File: src/rtl/clk_div_pkg.sv
// Shared types and default sizing for the clock divider and its reconfiguration controller.
package clk_div_pkg;

  localparam int CLK_DIV_WIDTH   = 16;
  localparam int CLK_DIV_DEF_DIV = 10;
  localparam int CLK_DIV_MIN_DIV = 2;

  typedef enum logic [1:0] {
    IDLE  = 2'd0,
    DRAIN = 2'd1,
    GATE  = 2'd2,
    LOAD  = 2'd3
  } ctrl_state_t;

endpackage

File: src/rtl/clk_div_ctrl_sync2.sv
// Two-flop synchronizer bringing the divider feedback clock into the clkin domain.
module sync2 (
  input  logic clkin,
  input  logic reset,
  input  logic d,
  output logic q
);

  logic meta;

  always_ff @(posedge clkin or posedge reset) begin
    if (reset) begin
      meta <= 1'b0;
      q    <= 1'b0;
    end else begin
      meta <= d;
      q    <= meta;
    end
  end

endmodule

File: src/rtl/clk_div_ctrl.sv
// Round-robin reconfiguration controller: gates the divider while its output is low,
// loads a new divisor, then re-enables it so clkout never produces a runt pulse.
module clk_div_ctrl
  import clk_div_pkg::*;
#(
  parameter int WIDTH   = CLK_DIV_WIDTH,
  parameter int DEF_DIV = CLK_DIV_DEF_DIV,
  parameter int MIN_DIV = CLK_DIV_MIN_DIV,
  parameter int SETTLE  = 4,
  parameter int TIMEOUT = 1023
) (
  input  logic               clkin,
  input  logic               reset,
  input  logic               run,
  input  logic [1:0]         req_valid,
  input  logic [2*WIDTH-1:0] req_div,
  output logic [1:0]         req_ready,
  input  logic               div_clk,
  output logic               div_en,
  output logic [WIDTH-1:0]   div_divisor,
  output logic               busy,
  output logic               done,
  output logic               err
);

  localparam int TO_W  = $clog2(TIMEOUT + 1);
  localparam int CNT_W = (TO_W > 8) ? TO_W : 8;

  ctrl_state_t      state, state_n;
  logic [CNT_W-1:0] cnt, cnt_n;
  logic             rr, rr_n;
  logic [WIDTH-1:0] pend, pend_n;
  logic             en_n;
  logic [WIDTH-1:0] divisor_n;
  logic             done_n, err_n;
  logic             fb_sync;
  logic             grant;
  logic             gnt_idx;
  logic [WIDTH-1:0] sel_div;

  sync2 u_fb_sync (
    .clkin (clkin),
    .reset (reset),
    .d     (div_clk),
    .q     (fb_sync)
  );

  // With both requesters waiting the pointer decides; otherwise the lone requester wins.
  always_comb begin
    gnt_idx = (req_valid[0] && req_valid[1]) ? rr : req_valid[1];
    sel_div = gnt_idx ? req_div[2*WIDTH-1:WIDTH] : req_div[WIDTH-1:0];
    grant   = (state == IDLE) && (|req_valid);
    req_ready = 2'b00;
    if (grant) begin
      req_ready = gnt_idx ? 2'b10 : 2'b01;
    end
  end

  always_comb begin
    state_n   = state;
    cnt_n     = cnt;
    rr_n      = rr;
    pend_n    = pend;
    en_n      = div_en;
    divisor_n = div_divisor;
    done_n    = 1'b0;
    err_n     = 1'b0;
    unique case (state)
      IDLE: begin
        en_n = run;
        if (grant) begin
          rr_n = ~gnt_idx;
          if (sel_div < WIDTH'(MIN_DIV)) begin
            err_n = 1'b1;
          end else begin
            pend_n  = sel_div;
            en_n    = 1'b0;
            cnt_n   = '0;
            state_n = DRAIN;
          end
        end
      end
      // A stuck-high feedback clock must not hang the controller, hence the timeout.
      DRAIN: begin
        en_n = 1'b0;
        if (!fb_sync || (cnt == CNT_W'(TIMEOUT))) begin
          cnt_n   = '0;
          state_n = GATE;
        end else begin
          cnt_n = cnt + CNT_W'(1);
        end
      end
      GATE: begin
        en_n = 1'b0;
        if (cnt == CNT_W'(SETTLE - 1)) begin
          cnt_n   = '0;
          state_n = LOAD;
        end else begin
          cnt_n = cnt + CNT_W'(1);
        end
      end
      LOAD: begin
        divisor_n = pend;
        en_n      = run;
        done_n    = 1'b1;
        state_n   = IDLE;
      end
      default: begin
        state_n = IDLE;
      end
    endcase
  end

  always_ff @(posedge clkin or posedge reset) begin
    if (reset) begin
      state       <= IDLE;
      cnt         <= '0;
      rr          <= 1'b0;
      pend        <= WIDTH'(DEF_DIV);
      div_en      <= 1'b0;
      div_divisor <= WIDTH'(DEF_DIV);
      busy        <= 1'b0;
      done        <= 1'b0;
      err         <= 1'b0;
    end else begin
      state       <= state_n;
      cnt         <= cnt_n;
      rr          <= rr_n;
      pend        <= pend_n;
      div_en      <= en_n;
      div_divisor <= divisor_n;
      busy        <= (state_n != IDLE);
      done        <= done_n;
      err         <= err_n;
    end
  end

endmodule

File: config.mk
export PLATFORM = sky130hd
export DESIGN_NAME = clk_div_ctrl
export DESIGN_NICKNAME = d
export VERILOG_FILES = /design/src/rtl/clk_div_pkg.sv /design/src/rtl/clk_div_ctrl_sync2.sv /design/src/rtl/clk_div_ctrl.sv
export SDC_FILE = /design/constraint.sdc
export NUM_CORES = 1
export LEC_CHECK = 0
export ABC_AREA = 1
export BUFFER_PORTS_ARGS = -buffer_cell sky130_fd_sc_hd__buf_2
export CAP_MARGIN = 40
export CORE_MARGIN = 8
export CORE_UTILIZATION = 44
export CTS_BUF_LIST = sky130_fd_sc_hd__clkbuf_4
export DETAILED_ROUTE_END_ITERATION = 12
export GPL_ROUTABILITY_DRIVEN = 0
export PLACE_DENSITY = 0.67
export SKIP_LAST_GASP = 1
export SLEW_MARGIN = 40
export SYNTH_ARGS = -nofsm -noshare
export SYNTH_HDL_FRONTEND = slang
export SYNTH_SLANG_ARGS = --single-unit
export TNS_END_PERCENT = 50
File: constraint.sdc
create_clock -name clkin -period 2.9 [get_ports clkin]
set_input_delay 0.145 -clock clkin [delete_from_list [all_inputs] [get_ports clkin]]
set_output_delay 0.145 -clock clkin [all_outputs]
set_load 0.03 [all_outputs]
==> impl_results.md, run 1 <==
- Clock root buffer: clkbuf_4
- GR peak layer: met2
- Number of inserted diodes: 0
- Req. time, crit path: 2.76 ns
- Ys flop type: dfrtp_1
- Hold_sp: run
- Clock Latency Late Sink: roughly 0.37 ns
- RSZ-0062 raised after global routing: no
- Crit-path cells: inv_1, ha_1, inv_1, nor2_1, inv_1, a21oi_1, buf_2
- Met1 usage: 20.8%
- Flop2flop setup slack: around 0.85 ns
- CTS tree: yes
- Maximum clock path buffer count: 2
- Fraction of layout cells with a size suffix above 1: a little under a quarter
- Tightest Pin Transition: slightly above 0.6 ns
- Met2 Resource Use GR: a little over a fifth
- Crit path time final: roughly 2.1 ns
- Hold_buf cts: 2
- Hold path endpoint: div_en$_DFF_PP0_
- Seq/Total Area, Yosys: a little under half
- Most common cell in the netlist: nand2_1
- Post_cts resized: 0
- Yosys top cell by area: dfrtp_1
- Reg2Reg Depth: 13
- Clock Skews: approximately 0.0049 ns
- Area grow syn2layout: 13.0%
- Final non-filler cell total: 495
- Largest net degree at the start of global routing: 52
- R2r startpoint: rr$_DFFE_PP0P_
- Synth async-reset ratio: 100%
- Max capacitance violation total: 0
- Drt first-iter violations: roughly 120
- TritonRoute pass-1 iters: 4
- Origin of the worst setup path: state[0]$_DFF_PP0_
- Post-route DRC: 0
- WL final: roughly 6300 um
- Endpoint type of the worst setup path: primary output
- Worst r2r dst: pend[0]$_DFFE_PP0P_
- Static Leak: ~1.7 nW
- Number of buffers created by CTS: 5
- Setup CP Type: reg -> out
- Total number of vias: 2397
- Site Rows: 29
- Global-route wire length before repair: 10900 um
- CP dominant cell by count: inv_1
- Synth unique cells: 31
- DIE WIDTH: between 90 and 100 um
- Startpoint types: register
- Routed Antenna Nets: 0
- Number of global-route vias before repair: ~2400
- Total Routing Usage GR: 15.0%
- Io pins: 60
- Synthesized area: approximately 2800 um^2
- Top post-synthesis cells by area: dfrtp_1 (42%), nand2_1 (22%), nand3_1 (5.6%)
- Synth top area share: between 40 and 50%
- Core box area: roughly 6200 um^2
- CTS sink count: 51
- Slew HR: ~59%
- HP Class: in -> reg
- WHS Path Cells: 3
- Drt wl/cell: roughly 13 um
- Placed cell count: 485
- Congestion Overflow GR: 0
- Peak VDD IR: approximately 430 uV
- Die Ht: roughly 95 um
- Layout net count: between 400 and 500
- Power Density: around 840 nW/um^2
- Worst stage delay on the critical path: 0.46 ns
- Net Count, Synth: 405
- Critical-path maximum fanout: 8
- CP max stage cell: dfrtp_1
- Synth Register Bits: 51
- DIE AREA: 9090 um^2
- Ys Warns: 0
- Syn Area/Cell: approximately 7.7 um^2
- Hold Fails Final Rpt: 0
- Buf+Inv Stages, Crit Path: 4
- Clock Pin Slew Worst Setup and Hold Paths: roughly 0.13 ns
- Final Setup Violations: 0
- Met3 Usage GRT: roughly 4.2%
- Top post-synthesis cells by count: nand2_1 (160), dfrtp_1 (47), nand3_1 (31)
- Max Slew Vio Count: 0
- Family with the most delay on the worst path: buffers and inverters
- DP Wirelength: 4710 um
- Final setup TNS: 0 ns
- Cells after Synth: roughly 360
- Crit path arrival time: approximately 2.0 ns
- Fmax: 0.473 GHz
- Final cycle utilization of the critical path: 73.0%
- H-tree levels: 2
- Post-synth EDFFs: 0
- IO buf count: between 50 and 60
- Initial Util: roughly 45%
- Outcome: finished, final reports clean
- Post-DR vias/cell: between 4 and 5
- Initial antenna violation count: 0
- Post-CTS Setup Bufs: 0
-- power breakdown --
part / total, W / internal [W] / switching [W]
Combinational: 0.00119 / 0.000337 / 0.000854
Sequential: 0.00111 / 0.000977 / 0.000136
Clock: 0.000322 / 0.000114 / 0.000208
-- worst register-to-register path: cells and delay by family (launching register included) --
kind	cells	cell delay [ns]
and+or+nand+nor	10	1.24
DFF	1	0.36
buffers and inverters	2	0.25
AOI/OAI and AO/OA	1	0.08
-- sequential cells by signal (all words and copies together) (netlist names) --
register,flops
pend,16
u_fb_sync.meta,1
state,2
div_divisor,16
cnt,10
busy,1
u_fb_sync.q,1
done,1
rr,1
err,1
div_en,1
-- worst max-delay path by stage --
| stage | end | slack [ns] | depth (start not counted) |
|---|---|---|---|
| 2_1_floorplan | req_ready[0] | 1.08 | 7 |
| 3_3_place_gp | pend[0]$_DFFE_PP0P_ | 0.92 | 13 |
| 3_5_place_dp | pend[0]$_DFFE_PP0P_ | 0.86 | 13 |
| 4_1_cts | req_ready[0] | 0.77 | 7 |
| 5_1_grt | req_ready[0] | 0.55 | 7 |
| 6_report | req_ready[0] | 0.78 | 7 |
-- routing by layer --
metal,routed length (um),share of wire (%)
met1,3290,52
met2,2560,41
met3,345,5.5
met4,92,1.5
met5,0,0
-- kinds of logic (layout without fill, tap and decap cells) --
group	after synthesis	after routing	share of synthesized area, %
compound gates	19	19	3.61
xor+xnor	4	4	1.26
fa+ha+maj	5	5	2.26
buf+inv	39	95	7.67
flops	51	51	46.2
mux	1	1	0.406
simple gates	243	243	38.6
-- cell usage in the layout, fill, tap and decap left out, types with 2 or more instances in the layout --
cell	netlist	routed
nand3b_1	9	9
nand2_2	8	8
dlygate4sd3_1	0	2
ha_1	5	5
buf_2	1	59
nand4_1	4	4
dfstp_2	4	4
nor2_2	4	4
clkbuf_4	0	7
o21ai_0	9	9
nand3_2	2	2
dfrtp_1	47	47
inv_1	22	21
inv_2	3	3
nor2_1	20	20
nand3_1	31	31
xor2_1	3	3
nand2_1	160	160
a21oi_1	8	8
-- cell type report --
cell class,count,area [um^2]
multi-input combinational,272,1280
inverter,25,96.3
timing repair buffer,62,323
clock buffer,7,52.6
clock inverter,1,5.00
sequential,51,1280
fill,640,3070
tap,77,96.3
-- metrics by stage --
stage | util, % | hold WS (ns) | instance area [um^2] | total power, W | setup WS, ns
4_1_cts | 50.5 | 0.0112 | 3130 | 0.00266 | 0.773
3_3_place_gp | 49.2 | 0.255 | 3050 | 0.00231 | 0.917
6_report | 50.5 | 0.0319 | 3130 | 0.00263 | 0.784
2_1_floorplan | - | 0.176 | 2770 | 0.00204 | 1.08
5_1_grt | 50.5 | 0.0217 | 3130 | 0.00284 | 0.554
3_5_place_dp | 49.2 | 0.261 | 3050 | 0.00233 | 0.861
Power figures use the tool's default switching activity.
==> run 2, diff against run 1 <==
Settings changed: PLACE_DENSITY 0.67 to 0.69.
Clock period 2.9 ns to 1.9 ns, I/O delays scaled along.
==> run 2 against run 1 <==
Design area up 5.7%. Routed wire length up 3.2%. Clock power up 100%. Final cell count up 3.0%. Count of clock-buffer cells in the layout down 2. Combinational power up 71%. Sequential power up 52%. Utilization up 2.9 points. Sequential share of layout area down 2.2 points. Setup slack worse by 0.65 ns. Clock skew up 0.0092 ns. Via count up 2.9%.
==> impl_results.md, run 2 (synthesis gave the netlist of run 1 again) <==
- Power Density: 1320 nW/um^2 (was 838 nW/um^2)
- RSZ-0062 raised after global routing: yes (was no)
- Layout net count: 475 (was 460)
- Number of inserted diodes: 0 (unchanged)
- Logic pwr share: 46.6% (was 45.4%)
- Worst stage delay on the critical path: 0.37 ns (was 0.46 ns)
- IO buf count: 59 (unchanged)
- CP max stage cell: dfrtp_1 (unchanged)
- Highest-count cells in the layout ignoring fill and taps: nand2_1 (160), buf_2 (58), dfrtp_1 (46) (was nand2_1 (160), buf_2 (59), dfrtp_1 (47))
- P_int: 0.00243 W (was 0.00143 W)
- Initial antenna violation count: 0 (unchanged)
- Routed Antenna Nets: 0 (unchanged)
- WL final: 6490 um (was 6290 um)
- DP Wirelength: 4770 um (was 4710 um)
- Peak VDD IR: 780 uV (was 429 uV)
- Initial Util: 44.7% (unchanged)
- DIE WIDTH: 95.4 um (unchanged)
- Commonest non-fill, non-tap cell in the layout: nand2_1 (unchanged)
- Core box area: 6200 um^2 (unchanged)
- Tightest Pin Transition: 0.604 ns (was 0.612 ns)
- Congestion Overflow GR: 0 (unchanged)
- Clock Pin Slew Worst Setup and Hold Paths: 0.16 ns (was 0.13 ns)
- Clock Skews: 0.0141 ns (was 0.00494 ns)
- Total number of vias: 2466 (was 2397)
- Drt wl/cell: 12.7 um (about the same)
- Total Power: 0.00436 W (was 0.00263 W)
- Number of global-route vias before repair: 2402 (was 2403)
- Drt first-iter violations: 108 (was 123)
- Final non-filler cell total: 510 (was 495)
- Met1 usage: 19.8% (was 20.8%)
- Crit-path cells: inv_2, nand2_8, nand2_4, o21ai_2, nand3_2, nor2_2, nand2_2, nand2_1, nand2_4, nand3_1, nand2_1 (was inv_1, ha_1, inv_1, nor2_1, inv_1, a21oi_1, buf_2)
- Number of buffers created by CTS: 5 (unchanged)
- Post-DR vias/cell: 4.84 (about the same)
- DIE AREA: 9090 um^2 (unchanged)
- Crit path time final: approximately 1.8 ns
- CTS tree: yes (unchanged)
- Placed cell count: 492 (was 485)
- WHS: 0.0333 ns (was 0.0319 ns)
- H-tree levels: 2 (unchanged)
- Post-route DRC: 0 (unchanged)
- Met3 Usage GRT: 4.02% (was 4.17%)
- Setup WS post-layout: 0.131 ns (was 0.784 ns)
- Total Routing Usage GR: 14.9% (was 15.0%)
- Slew HR: 59.7% (was 59.2%)
- Largest net degree at the start of global routing: 52 (unchanged)
- Clock root buffer: clkbuf_4 (unchanged)
- Final cycle utilization of the critical path: 93.1%
- Sequential share of power: 38.7% (was 42.4%)
- Buf+Inv Stages, Crit Path: 1 (was 4)
- Crit path arrival time: 2.04 ns (was 1.97 ns)
- Family with the most delay on the worst path: simple AND/OR/NAND/NOR gates (was buffers and inverters)
- Area grow syn2layout: 19.4% (was 13.0%)
- Outcome: finished, final reports clean (unchanged)
- Clock Latency Late Sink: 0.37 ns (about the same)
- Io pins: 60 (unchanged)
- HP Class: in -> reg (unchanged)
- Final setup TNS: 0 ns (unchanged)
- Clock power share: 14.8% (was 12.3%)
- Global-route wire length before repair: 10800 um (was 10900 um)
- Req. time, crit path: 2.17 ns (was 2.76 ns)
- GR peak layer: met2 (unchanged)
- Endpoint type of the worst setup path: register (was primary output)
- Static Leak: 1.81 nW (was 1.72 nW)
- Biggest registers after layout: div_divisor: 16 flops, pend: 16 flops, cnt: 10 flops (unchanged)
- Net Sw Power: 0.00192 W (was 0.00120 W)
- TritonRoute pass-1 iters: 4 (unchanged)
- Setup CP Type: reg -> reg (was reg -> out)
- Origin of the worst setup path: rr$_DFFE_PP0P_ (was state[0]$_DFF_PP0_)
- Max capacitance violation total: 0 (unchanged)
- Site Rows: 29 (unchanged)
- Fraction of layout cells with a size suffix above 1: 26.1% (was 22.7%)
- Met2 Resource Use GR: 22.8% (was 22.0%)
- Hold Fails Final Rpt: 0 (unchanged)
- Final Setup Violations: 0 (unchanged)
- Maximum clock path buffer count: 2 (unchanged)
- Die Ht: 95.4 um (unchanged)
- Startpoint types: register (unchanged)
- Max Slew Vio Count: 0 (unchanged)
- Pre-CTS WS: 0.0961 ns (was 0.861 ns)
- Hold_sp: req_div[5] (was run)
- Sw Share: 44.2% (was 45.6%)
- R2r startpoint: rr$_DFFE_PP0P_ (unchanged)
- Fmax: ~0.57 GHz
- Critical-path maximum fanout: 17 (was 8)
- CTS sink count: 51 (unchanged)
run 2: power by group through the flow:
stage / clock network (W) / logic [W] / registers, W
finish: 0.000644 / 0.00203 / 0.00169
global route: 0.000702 / 0.00228 / 0.00173
CTS: 0.000662 / 0.00190 / 0.00170
detailed placement: 0 / 0.00189 / 0.00172
global placement: 0 / 0.00187 / 0.00170
floorplan: 0 / 0.00108 / 0.00204
run 2: tightest hold or removal path, cell delays in order:
cell,delay (ns)
buf_2,0.07
nand2_1,0.04
nand2_1,0.06
nand2_1,0.06
nand2_1,0.05
run 2: metal layers:
| metal | wire length [um] | vias up |
|---|---|---|
| li1 | - | 1279 |
| met1 | 3210 | 1119 |
| met2 | 2810 | 60 |
| met3 | 370 | 8 |
| met4 | 99 | 0 |
| met5 | 0 | - |
run 2: final cells by class:
type / count / area [um^2]
timing repair buffer: 76 / 440
tap: 77 / 96.3
clock buffer: 5 / 37.5
sequential: 51 / 1280
multi-input combinational: 273 / 1310
clock inverter: 3 / 47.5
fill: 606 / 2900
inverter: 25 / 93.8
run 2: through the flow:
stage / instance area [um^2] / utilization (%)
6_report: 3310 / 53.3
5_1_grt: 3310 / 53.3
4_1_cts: 3220 / 51.9
3_5_place_dp: 3100 / 50.0
3_3_place_gp: 3100 / 50.0
2_1_floorplan: 2770 / -
run 2: final timing paths:
check	endpoint	slack, ns	cells past startpoint
worst max-delay path	cnt[9]$_DFFE_PP0P_	0.13	11
min in group asynchronous	div_divisor[15]$_DFFE_PP0P_	0.40	4
worst min-delay path	pend[5]$_DFFE_PP0P_	0.03	5
worst max register to register	cnt[9]$_DFFE_PP0P_	0.13	11
worst min register to register	u_fb_sync.q$_DFF_PP0_	0.38	0
max in group asynchronous	state[0]$_DFF_PP0_	1.05	4
run 2: timing repair:
action / CTS / global route
resized for setup: 1 / 9
setup buffers: 0 / 6
gates cloned: 0 / 1
endpoints found under the hold margin: 49 / 0
setup endpoints to repair: 1 / 28
hold buffers: 3 / 0
==> run 3, diff against run 2 <==
Settings changed: CELL_PAD_IN_SITES_DETAIL_PLACEMENT set to 1, CELL_PAD_IN_SITES_GLOBAL_PLACEMENT set to 1, CORE_UTILIZATION 44 to 37, PLACE_DENSITY 0.69 to unset, PLACE_DENSITY_LB_ADDON set to 0.1.
==> run 3 against run 2 <==
Register-to-register slack got worse by 0.08 ns. Via count increased by 4.1%. Sequential power about the same. Die area rose by 16%. Clock power down 21%. Sequential share of layout area decreased by 2.3 points. Design area grew 6.1%. Critical endpoint is now req_ready[0].
==> impl_results.md, run 3 (synthesis gave the netlist of run 1 again) <==
- Outcome: finished, final reports clean (unchanged)
- H-tree levels: 2 (unchanged)
- DIE AREA: 10500 um^2 (was 9090 um^2)
- Max Slew Vio Count: 0 (unchanged)
- Critical-path maximum fanout: 6 (was 17)
- Startpoint types: register (unchanged)
- Post-route DRC: 0 (unchanged)
- WL final: 7930 um (was 6490 um)
- Fillcell total: 923 (was 606)
- Drt first-iter violations: 91 (was 108)
- Req. time, crit path: 1.80 ns (was 2.17 ns)
- Clock Skews: 0.0263 ns (was 0.0141 ns)
- Reg area: 1280 um^2 (about the same)
- Core box area: 7250 um^2 (was 6200 um^2)
- Commonest non-fill, non-tap cell in the layout: nand2_1 (unchanged)
- Tightest Pin Transition: 0.347 ns (was 0.604 ns)
- Total Power: 0.00459 W (was 0.00436 W)
- RSZ-0062 raised after global routing: yes (unchanged)
- Die Ht: 103 um (was 95.4 um)
- DIE WIDTH: 103 um (was 95.4 um)
- Hold Fails Final Rpt: 0 (unchanged)
- Multi-input gate area: 1390 um^2 (was 1310 um^2)
- Peak VDD IR: 573 uV (was 780 uV)
- Power Density: 1310 nW/um^2 (was 1320 nW/um^2)
- HP Class: in -> reg (unchanged)
- DP Wirelength: 5610 um (was 4770 um)
- Flop2flop setup slack: 0.05 ns (was 0.13 ns)
- Drt wl/cell: 14.7 um (was 12.7 um)
- Setup CP Type: reg -> out (was reg -> reg)
- Number of global-route vias before repair: 2675 (was 2402)
- Final setup TNS: 0 ns (unchanged)
- Max capacitance violation total: 0 (unchanged)
- Clock Pin Slew Worst Setup and Hold Paths: 0.17 ns (was 0.16 ns)
- Routed Antenna Nets: 0 (unchanged)
- Highest-count cells in the layout ignoring fill and taps: nand2_1 (153), buf_2 (58), dfrtp_1 (47) (was nand2_1 (160), buf_2 (58), dfrtp_1 (46))
- Number of buffers created by CTS: 5 (unchanged)
- Fmax: 0.539 GHz (was 0.565 GHz)
- IO buf count: 59 (unchanged)
- Total number of vias: 2568 (was 2466)
- Final cycle utilization of the critical path: 97.7% (was 93.1%)
- Slew HR: 76.7% (was 59.7%)
- Initial Util: 38.2% (was 44.7%)
- Crit path time final: 1.86 ns (was 1.77 ns)
- Post-DR vias/cell: 4.76 (was 4.84)
- Final Setup Violations: 0 (unchanged)
- TritonRoute pass-1 iters: 4 (unchanged)
- Crit path arrival time: 1.76 ns (was 2.04 ns)
- Largest net degree at the start of global routing: 52 (unchanged)
- Congestion Overflow GR: 0 (unchanged)
- Initial antenna violation count: 0 (unchanged)
- Biggest registers after layout: div_divisor: 16 flops, pend: 16 flops, cnt: 10 flops (unchanged)
- Global-route wire length before repair: 12700 um (was 10800 um)
- Layout net count: 483 (was 475)
- Clock Latency Late Sink: 0.38 ns (was 0.37 ns)
- Area grow syn2layout: 26.7% (was 19.4%)
- Site Rows: 31 (was 29)
- CTS sink count: 51 (unchanged)
- Total Routing Usage GR: 15.2% (was 14.9%)
- Placed cell count: 515 (was 492)
- Final non-filler cell total: 540 (was 510)
- Io pins: 60 (unchanged)
- Static Leak: 1.89 nW (was 1.81 nW)
- Clock root buffer: clkbuf_4 (unchanged)
- Maximum clock path buffer count: 2 (unchanged)
- Endpoint type of the worst setup path: primary output (was register)
- Number of inserted diodes: 0 (unchanged)
- Fraction of layout cells with a size suffix above 1: 28.8% (was 26.1%)
- CTS tree: yes (unchanged)
==> run 3: path summary, 6_finish.rpt <==
kind	start	to	depth (start not counted)
max	state[0]$_DFF_PP0_	req_ready[0]	7
min	req_div[13]	pend[13]$_DFFE_PP0P_	5
max reg2reg	rr$_DFFE_PP0P_	pend[3]$_DFFE_PP1P_	13
min reg2reg	u_fb_sync.meta$_DFF_PP0_	u_fb_sync.q$_DFF_PP0_	0
max in group asynchronous	reset	pend[1]$_DFFE_PP1P_	4
min in group asynchronous	reset	pend[2]$_DFFE_PP0P_	4
==> run 3: cell type report <==
type                            count  area share [%]
Multi-Input combinational cell    273            39.5
Inverter                           25            2.81
Sequential cell                    51            36.5
Tap cell                           99            3.53
Clock inverter                      3           0.570
Timing Repair Buffer               84            16.1
Clock buffer                        5            1.07
==> run 3: what timing repair did <==
| action | CTS | global route |
|---|---|---|
| buffers inserted | 2 | 9 |
| pin swaps | 0 | 9 |
| endpoints found under the hold margin | 51 | 0 |
| cloned | 0 | 3 |
| gates resized for setup | 2 | 35 |
| hold buffers | 3 | 0 |
| setup endpoints to repair | 6 | 30 |
==> run 3: where the power goes <==
group / internal (W) / switching (W) / total (W)
clock: 0.000143 / 0.000366 / 0.000509
combinational: 0.000850 / 0.00155 / 0.00240
sequential: 0.00149 / 0.000192 / 0.00168
==> run 3: routing by layer <==
| layer | GRT usage [%] | wire length, um |
|---|---|---|
| met2 | 22.9 | 3450 |
| met5 | 0 | 0 |
| met3 | 4.05 | 443 |
| met4 | 3.39 | 53 |
| met1 | 21.2 | 3990 |
==> run 3: stage by stage <==
stage               instance area, um^2  utilization (%)  setup WS, ns  hold slack, ns
floorplan                          2770                -         0.129           0.126
global placement                   3150             43.5         0.115           0.164
detailed placement                 3150             43.5        0.0415           0.166
CTS                                3260             45.0      -0.00484          0.0256
global route                       3510             48.4       -0.0804          0.0572
finish                             3510             48.4        0.0445          0.0541
==> run 3: worst max-delay path: stages, from the launching register on <==
cell and delay (ns):
dfrtp_1 0.43, inv_2 0.09, ha_4 0.17, inv_1 0.10, nor2_4 0.16, inv_1 0.11, a21oi_1 0.14, buf_4 0.18
